$ cat src/rtl/float16_pkg.sv
// Shared float16 field layout, special constants and accumulator FSM states.
// Build option: define FLOAT16_ACC_SAT_EN to saturate overflow to max finite instead of infinity.
package float16_pkg;

  localparam int EXP_W          = 5;
  localparam int FRAC_W         = 10;
  localparam int GUARD_W        = 3;
  localparam int MANT_W         = 1 + FRAC_W + GUARD_W;
  localparam int BIAS           = 15;
  localparam int EXP_MAX_NORMAL = 30;
  localparam int ALIGN_LIMIT    = 13;

  localparam logic [15:0] POS_ZERO   = 16'h0000;
  localparam logic [15:0] POS_INF    = 16'h7C00;
  localparam logic [15:0] MAX_FINITE = 16'h7BFF;

  typedef enum logic [2:0] {
    IDLE,
    ALIGN,
    ADD,
    NORM,
    OUT
  } acc_state_t;

  // Result produced when the normalized exponent leaves the finite range.
  function automatic logic [15:0] overflow_value(input logic sign);
`ifdef FLOAT16_ACC_SAT_EN
    return {sign, MAX_FINITE[14:0]};
`else
    return {sign, POS_INF[14:0]};
`endif
  endfunction

endpackage

$ cat src/rtl/float16_lzc.sv
// Combinational leading-zero counter over the 14-bit aligned mantissa; all-zero input yields 14.
module float16_lzc
  import float16_pkg::*;
(
  input  logic [MANT_W-1:0] value,
  output logic [3:0]        count
);

  // Ascending scan so the highest set bit is the last one to write the count.
  always_comb begin
    count = 4'(MANT_W);
    for (int i = 0; i < MANT_W; i++) begin
      if (value[i]) count = 4'(MANT_W - 1 - i);
    end
  end

endmodule

$ cat src/rtl/float16_accumulator.sv
// Multi-cycle float16 accumulator: IDLE -> ALIGN -> ADD -> NORM, then OUT on the last element.
// Build option FLOAT16_ACC_SAT_EN selects saturating overflow (see float16_pkg).
module float16_accumulator
  import float16_pkg::*;
#(
  parameter int COUNT_W = 8
)
(
  input  logic               clk,
  input  logic               rst,
  input  logic [15:0]        in_data,
  input  logic               in_valid,
  output logic               in_ready,
  input  logic               in_last,
  output logic [15:0]        out_data,
  output logic [COUNT_W-1:0] out_count,
  output logic               out_valid,
  input  logic               out_ready
);

  acc_state_t state, state_n;

  logic [15:0]        acc, op;
  logic               last_q;
  logic [COUNT_W-1:0] count;

  logic [MANT_W-1:0]  man_a_q, man_b_q;
  logic               sign_a_q, sign_b_q;
  logic [EXP_W-1:0]   exp_q;
  logic               special_q;
  logic [15:0]        special_val_q;

  logic [MANT_W:0]    sum_q;
  logic               sign_r_q;

  logic               xfer;

  assign in_ready  = (state == IDLE) && !rst;
  assign out_valid = (state == OUT) && !rst;
  assign out_data  = rst ? POS_ZERO : acc;
  assign out_count = rst ? '0 : count;
  assign xfer      = in_valid && in_ready;

  // Alignment: subnormals flush to zero, the smaller operand shifts right with guard bits kept.
  logic [EXP_W-1:0]  exp_a, exp_b, exp_diff, exp_big;
  logic [MANT_W-1:0] man_a, man_b, align_a, align_b;
  logic              inf_a, inf_b;

  always_comb begin
    exp_a = acc[14:10];
    exp_b = op[14:10];
    inf_a = &exp_a;
    inf_b = &exp_b;
    man_a = (exp_a == '0) ? '0 : {1'b1, acc[9:0], 3'b000};
    man_b = (exp_b == '0) ? '0 : {1'b1, op[9:0], 3'b000};
    if (exp_a >= exp_b) begin
      exp_big  = exp_a;
      exp_diff = exp_a - exp_b;
      align_a  = man_a;
      align_b  = (exp_diff > 5'(ALIGN_LIMIT)) ? '0 : (man_b >> exp_diff);
    end else begin
      exp_big  = exp_b;
      exp_diff = exp_b - exp_a;
      align_b  = man_b;
      align_a  = (exp_diff > 5'(ALIGN_LIMIT)) ? '0 : (man_a >> exp_diff);
    end
  end

  // Signed-magnitude add; on unlike signs the larger aligned mantissa decides the sign.
  logic [MANT_W:0] sum_n;
  logic            sign_n;

  always_comb begin
    if (sign_a_q == sign_b_q) begin
      sum_n  = {1'b0, man_a_q} + {1'b0, man_b_q};
      sign_n = sign_a_q;
    end else if (man_a_q >= man_b_q) begin
      sum_n  = {1'b0, man_a_q - man_b_q};
      sign_n = sign_a_q;
    end else begin
      sum_n  = {1'b0, man_b_q - man_a_q};
      sign_n = sign_b_q;
    end
  end

  logic [3:0]        lz;
  logic [MANT_W-1:0] shifted;
  logic signed [6:0] exp_norm;
  logic [5:0]        exp_inc;
  logic [15:0]       norm_res;

  float16_lzc u_lzc (
    .value (sum_q[MANT_W-1:0]),
    .count (lz)
  );

  // Normalization truncates the guard bits; a carry-out shifts right by one instead.
  always_comb begin
    exp_inc  = {1'b0, exp_q} + 6'd1;
    exp_norm = $signed({2'b00, exp_q}) - $signed({3'b000, lz});
    shifted  = sum_q[MANT_W-1:0] << lz;
    norm_res = POS_ZERO;
    if (special_q) begin
      norm_res = special_val_q;
    end else if (sum_q == '0) begin
      norm_res = POS_ZERO;
    end else if (sum_q[MANT_W]) begin
      if (exp_inc > 6'(EXP_MAX_NORMAL)) norm_res = overflow_value(sign_r_q);
      else                              norm_res = {sign_r_q, exp_inc[4:0], sum_q[13:4]};
    end else if (exp_norm < 7'sd1) begin
      norm_res = POS_ZERO;
    end else begin
      norm_res = {sign_r_q, exp_norm[4:0], 10'(shifted >> GUARD_W)};
    end
  end

  always_comb begin
    state_n = state;
    case (state)
      IDLE:    if (xfer) state_n = ALIGN;
      ALIGN:   state_n = ADD;
      ADD:     state_n = NORM;
      NORM:    state_n = last_q ? OUT : IDLE;
      OUT:     if (out_ready) state_n = IDLE;
      default: state_n = IDLE;
    endcase
  end

  // One pipeline stage of the datapath is registered per FSM state.
  always_ff @(posedge clk) begin
    if (rst) begin
      state         <= IDLE;
      acc           <= POS_ZERO;
      count         <= '0;
      op            <= '0;
      last_q        <= 1'b0;
      man_a_q       <= '0;
      man_b_q       <= '0;
      sign_a_q      <= 1'b0;
      sign_b_q      <= 1'b0;
      exp_q         <= '0;
      special_q     <= 1'b0;
      special_val_q <= '0;
      sum_q         <= '0;
      sign_r_q      <= 1'b0;
    end else begin
      state <= state_n;
      case (state)
        IDLE: begin
          if (xfer) begin
            op     <= in_data;
            last_q <= in_last;
            count  <= count + COUNT_W'(1);
          end
        end
        ALIGN: begin
          man_a_q       <= align_a;
          man_b_q       <= align_b;
          sign_a_q      <= acc[15];
          sign_b_q      <= op[15];
          exp_q         <= exp_big;
          special_q     <= inf_a || inf_b;
          special_val_q <= inf_a ? {acc[15], POS_INF[14:0]} : {op[15], POS_INF[14:0]};
        end
        ADD: begin
          sum_q    <= sum_n;
          sign_r_q <= sign_n;
        end
        NORM: acc <= norm_res;
        OUT: begin
          if (out_ready) begin
            acc   <= POS_ZERO;
            count <= '0;
          end
        end
        default: ;
      endcase
    end
  end

endmodule

$ cat config.mk
export PLATFORM = sky130hd
export DESIGN_NAME = float16_accumulator
export DESIGN_NICKNAME = d
export VERILOG_FILES = /design/src/rtl/float16_pkg.sv /design/src/rtl/float16_lzc.sv /design/src/rtl/float16_accumulator.sv
export SDC_FILE = /design/constraint.sdc
export NUM_CORES = 1
export LEC_CHECK = 0
export ABC_CLOCK_PERIOD_IN_PS = 3900
export CAP_MARGIN = 20
export CORE_AREA = 4 4 158 99
export CTS_BUF_LIST = sky130_fd_sc_hd__clkbuf_4
export DETAILED_ROUTE_END_ITERATION = 16
export DIE_AREA = 0 0 162 103
export MAX_ROUTING_LAYER = met4
export PLACE_DENSITY = 0.79
export SLEW_MARGIN = 10
export SYNTH_ARGS = -nofsm -noshare
export SYNTH_HDL_FRONTEND = slang
export SYNTH_SLANG_ARGS = --single-unit
$ cat constraint.sdc
create_clock -name clk -period 3.9 [get_ports clk]
set_input_delay 0.39 -clock clk [delete_from_list [all_inputs] [get_ports clk]]
set_output_delay 0.39 -clock clk [all_outputs]
set_load 0.01 [all_outputs]
==> flow_summary.ini, run 1 <==
[cells_and_area]
seqCellArea_mm2 = 0.00196
drive_above_1_share = 0.0641
syn2layout_area_growth_pct = 8.37
fin_area_mm2 = 0.00905
multi_input_area_mm2 = 0.00580
fillCellCount = 1316
layout.nets = 1203
num_antenna_cells = 0

[place]
gp_congestion = 0.996
numPortBuffers = 46
place_area_mm2 = 0.00891
dp_hpwl_mm = 19.5

[synthesis]
synth_fp_nets = 1200
synth_fa_ha_area_frac = 0.101
ys_seq_area_frac = 0.235
synth_top_family_by_area = compound AO/OA/AOI/OAI gates
yosys.area_share.simple = 0.221
synth_edf_count = 0
synthCells = 1116
synth.area.top_cells = dfxtp_1 23%, ha_1 8.5%, nand2_1 6.2%
synth_seq_cells = 98
yosysTopAreaCell = dfxtp_1
async_flop_share = 0
synthXorXnorAreaFrac = 0.0315
synth_top_area_share = 0.235
synthMuxAreaShare = 0.0783
syn-cell-area_mm2 = 0.00835
yosys_warnings = 0
ys_types = 74
syn_avg_cell_area_um2 = 7.49
ys.flop_type = dfxtp_1
synth-compound-area-share = 0.262

[setup_path]
rrSetupSlack_ns = 0.31
crit_arrival_ns = 4.00
critical_path_required_ns = 4.31
cp_max_fo = 6
crit_path_end_kind = register
crit_type = register to register
crit_path_start_kind = register

[routing]
drtIter0Drc = 1078
drcViolationCount = 0
vias = 8445
ant_nets = 0
post_drt_wl_per_cell_um = 19.3
routed_via_density = 6.39
first_pass_iters = 5
routed_wl_mm = 25.5

[timing]
worst_pin_slew_ns = 1.11
hold_violations = 0
rsz0062_at_grt = no
fmax_mhz = 279
setup_tns_ns = 0
fin_crit_ns = 3.59
drv_slew = 0
setup_violations = 0
slew_headroom = 0.258
hold_slack_ns = 0.359
finalClockSkew_ns = 0.0247
timing.final.crit_share = 0.920

[clock_network]
h-tree-depth = 3
clk_pin_slew_worst_paths_ns = 0.18
root_buffer = clkbuf_4
post_cts_resize_count = 0
hold_buffers = 0
cts_made_buffers = 9
clk_latency_ns = 0.48
clock_path_buffers = 2
post_cts_buffers = 0
cts_sinks = 98
cts_tree = built

[power]
ir_worst_vdd_mv = 0.193
leakage_nw = 3.49
power-per-cell-area_mw_per_mm2 = 351

[die]
initial_core_util = 0.588
die_w_um = 162
die_h_um = 103
ios = 47
row_count = 34
die-area_mm2 = 0.0167
core_mm2 = 0.0142

[global_routing]
grt_start_max_net_pins = 55
grt_pass1_wl_mm = 40.0
grt_pass1_vias = 7277
antenna_found_initial = 0
track_usage = 0.309
overflow = 0

[outcome]
status = complete, no violations

[hold_path]
hold_path.class = input port to register

[job]
max-cap-violations = 0
## critical path, cell delays in order, from the launching register on
cell,delay (ns)
dfxtp_1,0.45
nor2b_1,0.08
o21bai_1,0.13
a21oi_1,0.09
o31ai_1,0.25
a221o_1,0.22
inv_1,0.05
ha_1,0.20
fa_1,0.41
inv_1,0.08
a21o_1,0.11
a21oi_1,0.07
xor2_1,0.19
o31ai_1,0.12
or4b_1,0.63
nand2b_1,0.28
o21ai_1,0.16
## layer usage
metal	global-route usage	wire (µm)	up-vias
li1	-	-	4003
met1	0.468	12100	3954
met2	0.416	10100	455
met3	0.0691	2920	33
met4	0.0604	333	0
met5	-	0	-
## through the flow
stage / total power [mW] / setup slack, ns / util / std cells
finish: 3.18 / 0.312 / 0.637 / 1322
detailed placement: 2.62 / 0.440 / 0.627 / 1305
global route: 3.36 / 0.0412 / 0.637 / 1322
floorplan: 2.25 / 0.392 / - / 1116
global placement: 2.61 / 0.579 / 0.627 / 1305
CTS: 3.14 / 0.361 / 0.636 / 1321
## synth_stat cells (17+ instances only)
master,instances
a211oi_1,33
a21oi_1,85
a221oi_1,21
clkbuf_1,60
dfxtp_1,98
ha_1,57
inv_1,67
mux2i_1,44
nand2_1,137
nand3_1,27
nor2_1,103
nor2b_1,28
nor3_1,28
o21ai_0,48
o31ai_1,21
xnor2_1,17
## cells in the final DEF (no fill, tap or decap), types with 8 or more instances in the layout
cell type and instances:
o21ai_1 11, o21ai_0 48, clkdlybuf4s50_1 45, dfxtp_1 98
o31ai_1 21, a311oi_1 9, a21o_1 9, clkbuf_4 9
nand4_1 8, nand3_1 27, a31oi_1 12, nor4_1 8
a22oi_1 12, inv_1 67, xor2_1 13, o21bai_1 13
nor2_1 103, nand2_1 137, xnor2_1 17, buf_4 27
nand2b_1 15, a21oi_1 85, a211oi_1 33, a221oi_1 21
ha_1 57, nor3_1 28, nor2b_1 28, mux2i_1 44
nand3b_1 11
## area by class of cell
cell class                      count  area share
Tap cell                          198      0.0274
Clock buffer                        9     0.00746
Clock inverter                      7     0.00677
Multi-Input combinational cell    869       0.640
Sequential cell                    98       0.217
Inverter                           68      0.0282
Timing Repair Buffer               73      0.0734
## worst paths after layout
path / start / endpoint / cells after the start
setup / recovery: sum_q[1] / acc[0] / 16
hold / removal: rst / special_val_q[14] / 2
setup reg to reg: sum_q[1] / acc[0] / 16
hold reg to reg: special_val_q[14] / special_val_q[14] / 2
## report_power, final
group / internal [mW] / switching (mW) / total [mW]
clock: 0.144 / 0.392 / 0.535
combinational: 0.576 / 0.930 / 1.51
sequential: 1.06 / 0.0832 / 1.14
total: 1.78 / 1.41 / 3.18
## registers in the layout, summed over array words and instances, names as in the netlist, 2 cells and up
name	flops
acc	16
op	16
sum_q	15
man_a_q	14
man_b_q	14
count	8
exp_q	5
state	3
special_val_q	2
## cells by family after synthesis
logic type / after synthesis
AOI/OAI and AO/OA: 325
xor gates and xnor gates: 30
adders and majority gates: 64
buffers and inverters: 149
DFF: 98
muxes: 57
and+or+nand+nor: 393
(Power assumes the default switching activity.)
==> run 2: changes to the inputs <==
Settings changed: CAP_MARGIN 20 to 40, SKIP_LAST_GASP from default to 1.
==> run 2 against run 1 <==
  * Register-to-register slack is essentially flat
  * Sequential power is essentially flat
  * Via count shrank 0.57%
  * Die area is the same
  * Global-route usage grew 0.095 points
  * Cell area grew 0.19%
  * Final cell count grew 0.15%
  * Critical path type unchanged
==> flow_summary.ini, run 2 (synthesis results as in run 1) <==
[timing]
setup_tns_ns = 0
fmax_mhz = 280
finalClockSkew_ns = 0.0282
hold_violations = 0
setup_ws_ns = 0.326
drv_slew = 0
timing.final.crit_share = 0.916
rsz0062_at_grt = no
fin_crit_ns = 3.57
setup_violations = 0
worst_pin_slew_ns = 0.983
slew_headroom = 0.344

[place]
placed_cells = 1308
dp_slack_ns = 0.456
place_area_mm2 = 0.00894
gp_congestion = 0.996
dp_hpwl_mm = 19.5
numPortBuffers = 46

[power]
ir_worst_vdd_mv = 0.198
power-per-cell-area_mw_per_mm2 = 351
leakage_nw = 3.50

[clock_network]
clk_pin_slew_worst_paths_ns = 0.18
clock_path_buffers = 2
cts_made_buffers = 9
clk_latency_ns = 0.46
post_cts_resize_count = 0
cts_tree = built
h-tree-depth = 3
cts_sinks = 98
root_buffer = clkbuf_4
post_cts_buffers = 0
hold_buffers = 0

[global_routing]
grt_pass1_wl_mm = 40.1
overflow = 0
antenna_found_initial = 0
grt_pass1_vias = 7216
track_usage = 0.310
grt_start_max_net_pins = 55

[routing]
first_pass_iters = 7
routed_wl_mm = 25.5
drtIter0Drc = 1096
post_drt_wl_per_cell_um = 19.2
vias = 8397
routed_via_density = 6.34
drcViolationCount = 0
ant_nets = 0

[setup_path]
crit_path_end_kind = register
crit_type = register to register
crit_path_start_kind = register
crit_arrival_ns = 3.96
cp_max_fo = 6
crit_chain = nor2_1 -> nor3_1 -> o31a_1 -> nor3_1 -> o31a_1 -> inv_2 -> ha_1 -> nor2b_1 -> o21a_1 -> nor2_1 -> xnor2_1 -> o31ai_1 -> or4b_1 -> nand2b_1 -> o21ai_1
critical_path_required_ns = 4.28
cpMaxStageDelayCell = or4b_1
max_stage_delay_ns = 0.63

[cells_and_area]
drive_above_1_share = 0.0657
fin_area_mm2 = 0.00907
layout.nets = 1205
final_common_cell = nand2_1
final_cells = 1324
multi_input_area_mm2 = 0.00580
num_antenna_cells = 0
seqCellArea_mm2 = 0.00196
syn2layout_area_growth_pct = 8.58
layout_common_cells = 137 x nand2_1, 103 x nor2_1, 98 x dfxtp_1
largestRegisters = acc: 16 flops, op: 16 flops, sum_q: 15 flops
fillCellCount = 1263

[die]
die_w_um = 162
core_mm2 = 0.0142
initial_core_util = 0.588
die-area_mm2 = 0.0167
ios = 47
row_count = 34
die_h_um = 103

[hold_path]
hold_path.class = input port to register

[job]
max-cap-violations = 0

[outcome]
status = complete, no violations
[run 2: cell types whose count changed in the layout (fill, tap and decap cells not counted), sizes merged]
cell | previous run | this run
buf | 28 | 30
clkinv | 3 | 4
clkinvlp | 1 | 0
[run 2: area by class of cell]
type	count	share of cell area
repair buffers	75	0.0753
flip-flops and latches	98	0.216
well taps	198	0.0273
multi-input cells	869	0.639
clock buffers	9	0.00745
inverters	68	0.0281
clock inverters	7	0.00662
[run 2: worst max-delay path: cells and delay by family, from the launching register on]
family | cells | cell delay [ns]
fa+ha+maj | 1 | 0.26
buf+inv | 1 | 0.06
compound gates | 5 | 0.99
xor+xnor | 1 | 0.16
simple gates | 7 | 1.62
flops | 1 | 0.40
[run 2: power breakdown]
group          internal (mW)  total [mW]  switching, mW  leakage [nW]
logic                  0.578        1.52          0.939          2.63
registers               1.06        1.14         0.0837         0.798
clock network          0.143       0.531          0.387        0.0728
[run 2: per-layer routing]
metal,vias up,track usage,part of all wire
met4,0,0.0500,0.0095
met3,30,0.0827,0.12
met5,-,-,0
li1,3998,-,-
met1,3873,0.469,0.47
met2,496,0.412,0.40
[run 2: path summary, 6_finish.rpt]
kind	from	endpoint	slack (ns)	cells past startpoint
setup / recovery	sum_q[1]	acc[1]	0.33	15
hold / removal	rst	state[2]	0.40	2
setup reg to reg	sum_q[1]	acc[1]	0.33	15
hold reg to reg	special_val_q[14]	special_val_q[14]	0.51	2
[run 2: through the flow]
step / hold slack [ns] / util / power (mW)
after floorplan: 0.435 / - / 2.25
after global placement: 0.447 / 0.627 / 2.61
after detailed placement: 0.473 / 0.629 / 2.62
after CTS: 0.366 / 0.638 / 3.13
after global routing: 0.376 / 0.638 / 3.36
final: 0.397 / 0.638 / 3.19
==> run 3: changes to the inputs <==
Settings changed: HOLD_SLACK_MARGIN from default to 0.02.
==> results of run 3 <==
No change in the layout: final DEF, timing and power equal those of run 2.
==> edit (flow settings as in run 1) <==
Put a register stage on the output `out_count`. The value now appears one clock later. The other outputs are not delayed to match.
--- a/src/rtl/float16_accumulator.sv
+++ b/src/rtl/float16_accumulator.sv
@@ -38,7 +38,9 @@
   assign in_ready  = (state == IDLE) && !rst;
   assign out_valid = (state == OUT) && !rst;
   assign out_data  = rst ? POS_ZERO : acc;
-  assign out_count = rst ? '0 : count;
+  always_ff @(posedge clk) begin
+    out_count <= rst ? '0 : count;
+  end
   assign xfer      = in_valid && in_ready;
 
   // Alignment: subnormals flush to zero, the smaller operand shifts right with guard bits kept.
Behaviour: not the same (a bounded check fails within 4 cycles, from zero or initial values and one cycle with rst high).
==> edit against run 1 <==
- non-clock buffer count decreased by 4
- sequential power increased by 9.6%
- routed wire length decreased by 5.2%
- total power increased by 13%
- sequential cell count increased by 8
- largest cell class unchanged
- worst setup slack improved by 0.021 ns
- synthesized area increased by 0.27%
- critical path type unchanged
- synthesized cell count decreased by 1.9%
- design area increased by 0.35%
- combinational power increased by 15%
- clock skew increased by 0.0032 ns
==> edit: results (changes against run 1) <==
| Metric | Value |
|---|---|
| Worst VDD drop | `242 uV (+25%)` |
| Nets | `1185 (-1.5%)` |
| Largest net degree at the start of global routing | `57 (+3.6%)` |
| Slew margin rel. | `35.9% (+10 points)` |
| Worst setup path startpoint | `man_a_q[9]` |
| Total number of vias | `8178 (-3.2%)` |
| Avg Cell Area, Syn | `7.65 um2 (+2.2%)` |
| Synth top area cells | `dfxtp_1 25%, ha_1 8.5%, mux2i_1 5.4%` |
| Commonest cells post-synth | `118 x nand2_1, 106 x dfxtp_1, 102 x nor2_1` |
| Slowest stage delay, CP | `0.56 ns (-0.07 ns)` |
| Worst Skew | `0.0279 ns (+0.00324 ns)` |
| Final cell count without fillers | `1304 (-1.4%)` |
| CP arrival | `3.92 ns (-0.08 ns)` |
| Outcome | `finished, final reports clean` |
| Met3 WL | `2.35 mm (-20%)` |
| Register area share after synthesis | `25.3% (+1.8 points)` |
| Fillers | `1282 (-2.6%)` |
| WL per Instance | `18.5 um (-3.9%)` |
| Drt initial violations | `1038 (-3.7%)` |
| First-pass GRT wire length | `38.2 mm (-4.5%)` |
| Worst r2r path cells | `11 (-5)` |
| Slowest CP cell | `a211oi_1` |
| Total track usage | `29.3% (-1.6 points)` |
| Crit path max fanout | `25 (+19)` |
| Gpl congestion | `1.04 (+4.8%)` |
| Share of cells above drive strength 1 | `6.69% (+0.29 points)` |
| Post-DP HPWL | `18.5 mm (-4.8%)` |
| Post-Route M1 WL | `12.0 mm (-0.82%)` |
-- edit: changes by cell type after synthesis, sizes merged, moves of 8 or more --
cell / change
or3: +10
dfxtp: +8
a211oi: +18
clkbuf: -10
nand2: -18
o21bai: -8
o31ai: -13
-- edit: area by class of cell --
type	count	area share [%]
clock buffers	9	0.744
clock inverters	7	0.978
inverters	69	2.85
multi-input cells	846	62.4
flip-flops and latches	106	23.4
well taps	198	2.73
repair buffers	69	6.94
-- edit: cell families (layout without fill, tap and decap cells) --
| family | Yosys count | in the layout | synth area share (%) |
|---|---|---|---|
| buffers and inverters | 143 | 154 | 7.08 |
| AOI/OAI and AO/OA | 325 | 325 | 26.4 |
| adders and majority gates | 64 | 64 | 10.1 |
| muxes | 58 | 58 | 7.17 |
| xor gates and xnor gates | 29 | 29 | 3.03 |
| DFF | 106 | 106 | 25.3 |
| and+or+nand+nor | 370 | 370 | 20.9 |
-- edit: worst paths after layout --
check | endpoint | slack (ns)
worst max-delay path | sum_q[12] | 0.33
worst min-delay path | out_count[3] | 0.36
worst max register to register | sum_q[12] | 0.33
worst min register to register | out_count[7] | 0.49
-- edit: metal layers --
layer  vias up  GRT usage [%]
met5         -              -
met4         0           4.87
met3        29           6.31
met2       424           39.1
met1      3796           45.1
li1       3929              -
-- edit: power breakdown --
| part | switching, mW | internal (mW) | total [mW] |
|---|---|---|---|
| clock | 0.458 | 0.164 | 0.622 |
| combinational | 1.07 | 0.663 | 1.73 |
| sequential | 0.0948 | 1.15 | 1.25 |
| total | 1.62 | 1.98 | 3.60 |
-- edit: metrics by stage --
stage | worst slack, ns | instance area (um2)
floorplan | 0.367 | 8380
global placement | 0.534 | 8910
detailed placement | 0.415 | 8910
CTS | 0.388 | 9070
global route | 0.107 | 9080
finish | 0.334 | 9080
